`src/rtl/mole_hit_detect_pkg.sv`:
```
// mole_hit_detect_pkg: shared sizes, types and arithmetic helpers for the mole hit detector
package mole_hit_detect_pkg;
  localparam int N_MOLES = 8;
  localparam int DEBOUNCE_CYC_DEF = 1_000_000;
  localparam int SCORE_W = 8;
  localparam int PC_W = $clog2(N_MOLES + 1);
  typedef logic [N_MOLES-1:0] mole_vec_t;
  typedef logic [SCORE_W-1:0] score_t;
  function automatic int cnt_w(input int d);
    return $clog2(d + 1);
  endfunction
  function automatic logic [PC_W-1:0] popcount(input mole_vec_t v);
    popcount = '0;
    for (int i = 0; i < N_MOLES; i++) popcount = popcount + PC_W'(v[i]);
  endfunction
  function automatic score_t sat_add(input score_t a, input logic [PC_W-1:0] b);
    logic [SCORE_W:0] s;
    s = {1'b0, a} + (SCORE_W + 1)'(b);
    return s[SCORE_W] ? '1 : s[SCORE_W-1:0];
  endfunction
endpackage

```
`src/rtl/mole_hit_detect_btn_debounce.sv`:
```
// btn_debounce: synchronise one raw button, debounce it and emit a one-cycle press strobe
module btn_debounce import mole_hit_detect_pkg::*; #(
  parameter int DEBOUNCE_CYC = DEBOUNCE_CYC_DEF
) (
  input  logic clk,
  input  logic rst,
  input  logic raw,
  output logic press
);
  localparam int CNT_W = cnt_w(DEBOUNCE_CYC);
  logic s1, s2, level, level_q;
  logic [CNT_W-1:0] cnt;
  // counter runs only while the synced value disagrees with the accepted level
  always_ff @(posedge clk or posedge rst) begin
    if (rst) begin
      s1 <= 1'b0;
      s2 <= 1'b0;
      level <= 1'b0;
      level_q <= 1'b0;
      cnt <= '0;
    end else begin
      s1 <= raw;
      s2 <= s1;
      level_q <= level;
      if (s2 == level) cnt <= '0;
      else if (cnt == CNT_W'(DEBOUNCE_CYC)) begin
        level <= s2;
        cnt <= '0;
      end else cnt <= cnt + CNT_W'(1);
    end
  end
  assign press = level & ~level_q;
endmodule

```
`src/rtl/mole_hit_detect.sv`:
```
// mole_hit_detect: classify debounced hole presses against raised moles, drive molehit and keep scores
module mole_hit_detect import mole_hit_detect_pkg::*; #(
  parameter int DEBOUNCE_CYC = DEBOUNCE_CYC_DEF
) (
  input  logic               CLK100MHZ,
  input  logic               reset,
  input  logic               enable,
  input  logic [N_MOLES-1:0] btn,
  input  logic [N_MOLES-1:0] omole,
  output logic [N_MOLES-1:0] molehit,
  output logic               hit_pulse,
  output logic               miss_pulse,
  output logic [SCORE_W-1:0] score,
  output logic [SCORE_W-1:0] misses
);
  mole_vec_t press, gated, hits, empties;
  for (genvar i = 0; i < N_MOLES; i++) begin : g_btn
    btn_debounce #(.DEBOUNCE_CYC(DEBOUNCE_CYC)) u_db (
      .clk(CLK100MHZ),
      .rst(reset),
      .raw(btn[i]),
      .press(press[i])
    );
  end
  // a press on a hole already flagged is neither a hit nor a miss
  always_comb begin
    gated = press & {N_MOLES{enable}};
    hits = gated & omole & ~molehit;
    empties = gated & ~omole;
  end
  always_ff @(posedge CLK100MHZ or posedge reset) begin
    if (reset) begin
      molehit <= '0;
      hit_pulse <= 1'b0;
      miss_pulse <= 1'b0;
      score <= '0;
      misses <= '0;
    end else begin
      molehit <= enable ? ((molehit & omole) | hits) : '0;
      hit_pulse <= |hits;
      miss_pulse <= |empties;
      score <= sat_add(score, popcount(hits));
      misses <= sat_add(misses, popcount(empties));
    end
  end
endmodule
```
`config.mk`:
```
export PLATFORM = sky130hd
export DESIGN_NAME = mole_hit_detect
export DESIGN_NICKNAME = d
export VERILOG_FILES = /design/src/rtl/mole_hit_detect_pkg.sv /design/src/rtl/mole_hit_detect_btn_debounce.sv /design/src/rtl/mole_hit_detect.sv
export SDC_FILE = /design/constraint.sdc
export NUM_CORES = 1
export LEC_CHECK = 0
export CORE_ASPECT_RATIO = 0.6
export CORE_MARGIN = 2
export CORE_UTILIZATION = 55
export CTS_CLUSTER_DIAMETER = 150
export CTS_CLUSTER_SIZE = 16
export DETAILED_ROUTE_END_ITERATION = 10
export HOLD_SLACK_MARGIN = 0.12
export PLACE_DENSITY_LB_ADDON = 0.15
export REMOVE_ABC_BUFFERS = 1
export SLEW_MARGIN = 20
export SYNTH_ARGS = -nofsm -noshare
export SYNTH_HDL_FRONTEND = slang
export SYNTH_HIERARCHICAL = 1
export SYNTH_SLANG_ARGS = --single-unit
```
`constraint.sdc`:
```
create_clock -name CLK100MHZ -period 9.1 [get_ports CLK100MHZ]
set_clock_uncertainty 0.15 [all_clocks]
set_input_delay 1.82 -clock CLK100MHZ [delete_from_list [all_inputs] [get_ports CLK100MHZ]]
set_output_delay 1.82 -clock CLK100MHZ [all_outputs]
set_load 0.02 [all_outputs]
```
==> run_results.csv <==
group,metric,value,unit
outcome,status,"finished, final reports clean",
die,coreArea,19820,µm²
setup_path,crit_path_start_kind,"primary input",
clock_tree,cts.sinks,218,
detailed_routing,drt-total-wl,21320,µm
setup_path,path_class,"in -> reg",
final_layout,syn2layout_area_growth,10.92,%
setup_path,cp.required,9.30,ns
clock_tree,clk_pin_slew,0.07,ns
detailed_routing,vias,7926,
clock_tree,cts_made_buffers,17,
synth,yosysTopAreaCell,"dfrtp_1",
timing,fin_crit_sh,0.6987,
synth,synth-main-ff-cell,"dfrtp_1",
setup_path,cp-end-kind,"flop",
detailed_routing,via_per_inst,5.633,
detailed_routing,dr.pass1.iters,7,
final_layout,seq_area,5455,µm²
die,start_util,0.5549,
timing,slew_violations,0,
placed_design,io_buffers,44,
power,power.leakage,5.134,nW
power,power.density,141.2,nW/µm²
timing,setup_viol,0,
detailed_routing,drc,0,
final_layout,stdcell_count,1407,
power,peakVddDrop,0.1089,mV
timing,worst_pin_slew,0.9933,ns
clock_tree,cts_tree,"done",
clock_tree,root_buffer,"clkbuf_16",
synth,synthTopCellsByArea,"dfrtp_1, xnor2_1, nor2_1",
final_layout,nets,1192,
global_route,grt_max_degree,27,
clock_tree,clk_latency,0.48,ns
timing,timing.slew.headroom,0.3371,
clock_tree,cts_buffer_depth,3,
die,io_pins,45,
placed_design,gp_congestion,0.7914,
global_route,grt.overflow.total,0,
global_route,grt_pass1_vias,7181,
synth,synth_cells,1090,
detailed_routing,postRouteAntennaNets,0,
die,die_width,186.6,µm
timing,rsz0062_at_grt,"no",
detailed_routing,drt_iter0_markers,656,
synth,synth.yosys.seq_area_share,0.4960,
timing,max_freq,157.3,MHz
synth,syn_area_per_cell,10.09,µm²
die,die_h,113.5,µm
global_route,antenna_found_initial,0,
worst_hold_path,hold_path.class,"reg -> reg",
setup_path,timing.critical_path.fanout_max,18,
synth,synth_area,11000,µm²
clock_tree,ctsHoldBuffers,0,
placed_design,dpl.cell_count,1389,
timing,finalHoldViolations,0,
placed_design,dpl.hpwl,15280,µm
timing,hold_ws,0.1992,ns
detailed_routing,wl_per_cell,15.15,µm
timing,tns,0,ns
final_layout,drive_gt1_frac,0.07143,
clock_tree,post-cts-setup-buffers,0,
clock_tree,cts_resized,0,
flow_run,maxCapViolations,0,
synth,synth_top_area_frac,0.4960,
final_layout,multi_input_area,5201,µm²
die,fp-row-count,40,
synth,ys_seq_elements,218,
final_layout,num-fill-cells,1659,
global_route,grt_usage,0.2094,
setup_path,crit_arrival,6.56,ns
timing,period_needed,6.358,ns
synth,yosys_warnings,6,
final_layout,diodes,0,
synth,synth_edf_count,0,
global_route,grt_pass1_wl,36720,µm
clock_tree,htree_levels,1,
die,die_area,21180,µm²
synth,ys_types,48,
synth,synthArstFlopShare,1.000,
==> Yosys cell counts, types with 8 or more instances <==
library cell and n:
dfrtp_1 218, o31ai_1 32, ha_1 28, nor3_1 45, nor2_1 130, nand3_1 57, inv_1 71, buf_2 8
nor4_1 25, fa_1 10, nand4_1 9, or3_1 33, or4_4 8, o21ai_0 35, nand4_2 8, nor2b_1 8
or4_1 42, nand3_4 8, nand2_1 54, a21oi_1 63, mux2_2 8, clkbuf_1 17, and3_1 9, and4b_1 8
and4bb_2 8, xor2_1 24, xnor2_1 74
==> area by class of cell <==
| type | instances | area share |
|---|---|---|
| Clock buffer | 17 | 0.03487 |
| Clock inverter | 1 | 0.0007179 |
| Inverter | 71 | 0.02185 |
| Multi-Input combinational cell | 775 | 0.4264 |
| Sequential cell | 218 | 0.4472 |
| Tap cell | 273 | 0.02800 |
| Timing Repair Buffer | 52 | 0.04103 |
==> layout by cell type, fill, tap and decap left out, types with 9 or more instances in the layout <==
cell type	count
nand3_1	57
ha_1	28
nand2_1	54
o31ai_1	24
xnor2_1	74
nor2_1	130
nor3_1	45
nor4_1	25
a21oi_1	63
clkdlybuf4s50_1	44
inv_1	71
or4_1	42
or3_1	33
and3_1	9
o21ai_0	35
xor2_1	24
nand4_1	9
clkbuf_16	17
dfrtp_1	218
fa_1	10
==> where the power goes <==
part           switching [mW]  internal [mW]  leakage, nW
sequential             0.0126          0.980         2.99
clock                   0.321          0.333        0.214
combinational          0.0501         0.0241         1.93
total                   0.384           1.34         5.13
==> routing by layer <==
metal	GRT usage	vias to the layer above	part of all wire
li1	-	3932	-
met1	0.3449	3840	0.53
met2	0.2950	134	0.42
met3	0.03015	20	0.037
met4	0.03386	0	0.013
met5	0	-	0
==> registers in the layout, summed over array words and instances (netlist names) <==
signal,cells
g_btn.u_db/cnt,160
g_btn.u_db/level,8
g_btn.u_db/level_q,8
g_btn.u_db/s1,8
g_btn.u_db/s2,8
hit_pulse,1
miss_pulse,1
misses,8
molehit,8
score,8
==> per-stage QoR <==
stage	util	setup WS, ns	total power, mW	instance area, µm²
5_1_grt	0.6155	2.538	1.796	12200
4_1_cts	0.6155	2.787	1.748	12200
3_3_place_gp	0.5936	2.338	1.086	11770
2_1_floorplan	-	3.403	1.053	10880
3_5_place_dp	0.5936	2.282	1.087	11770
6_report	0.6155	2.742	1.722	12200
==> cells by family (layout without fill, tap and decap cells) <==
family,Yosys count,in the layout,synth area share
and+or+nand+nor,477,477,0.2496
DFF,218,218,0.4960
AOI/OAI and AO/OA,153,153,0.08248
xor gates and xnor gates,98,98,0.07804
buffers and inverters,97,141,0.03470
adders and majority gates,38,38,0.05006
muxes,9,9,0.009102
==> worst paths after layout <==
check,depth (start not counted),startpoint,slack [ns],end
min,0,g_btn[0].u_db/s1,0.20,g_btn[0].u_db/s2
min reg2reg,0,g_btn[0].u_db/s1,0.20,g_btn[0].u_db/s2
max in group asynchronous,2,reset,6.05,molehit[3]
max,12,enable,2.74,misses[7]
max reg2reg,12,g_btn[0].u_db/level,4.44,misses[7]
min in group asynchronous,2,reset,2.10,g_btn[5].u_db/level_q
==> worst max-delay path, stage by stage <==
cell             delay (ns)
clkdlybuf4s50_1        0.75
and3b_1                0.40
fa_1                   0.51
inv_1                  0.06
fa_1                   0.52
inv_1                  0.06
fa_1                   0.52
fa_1                   0.49
fa_1                   0.45
or4b_2                 0.62
nor3_1                 0.24
a31oi_1                0.12
(Power assumes the default switching activity.)
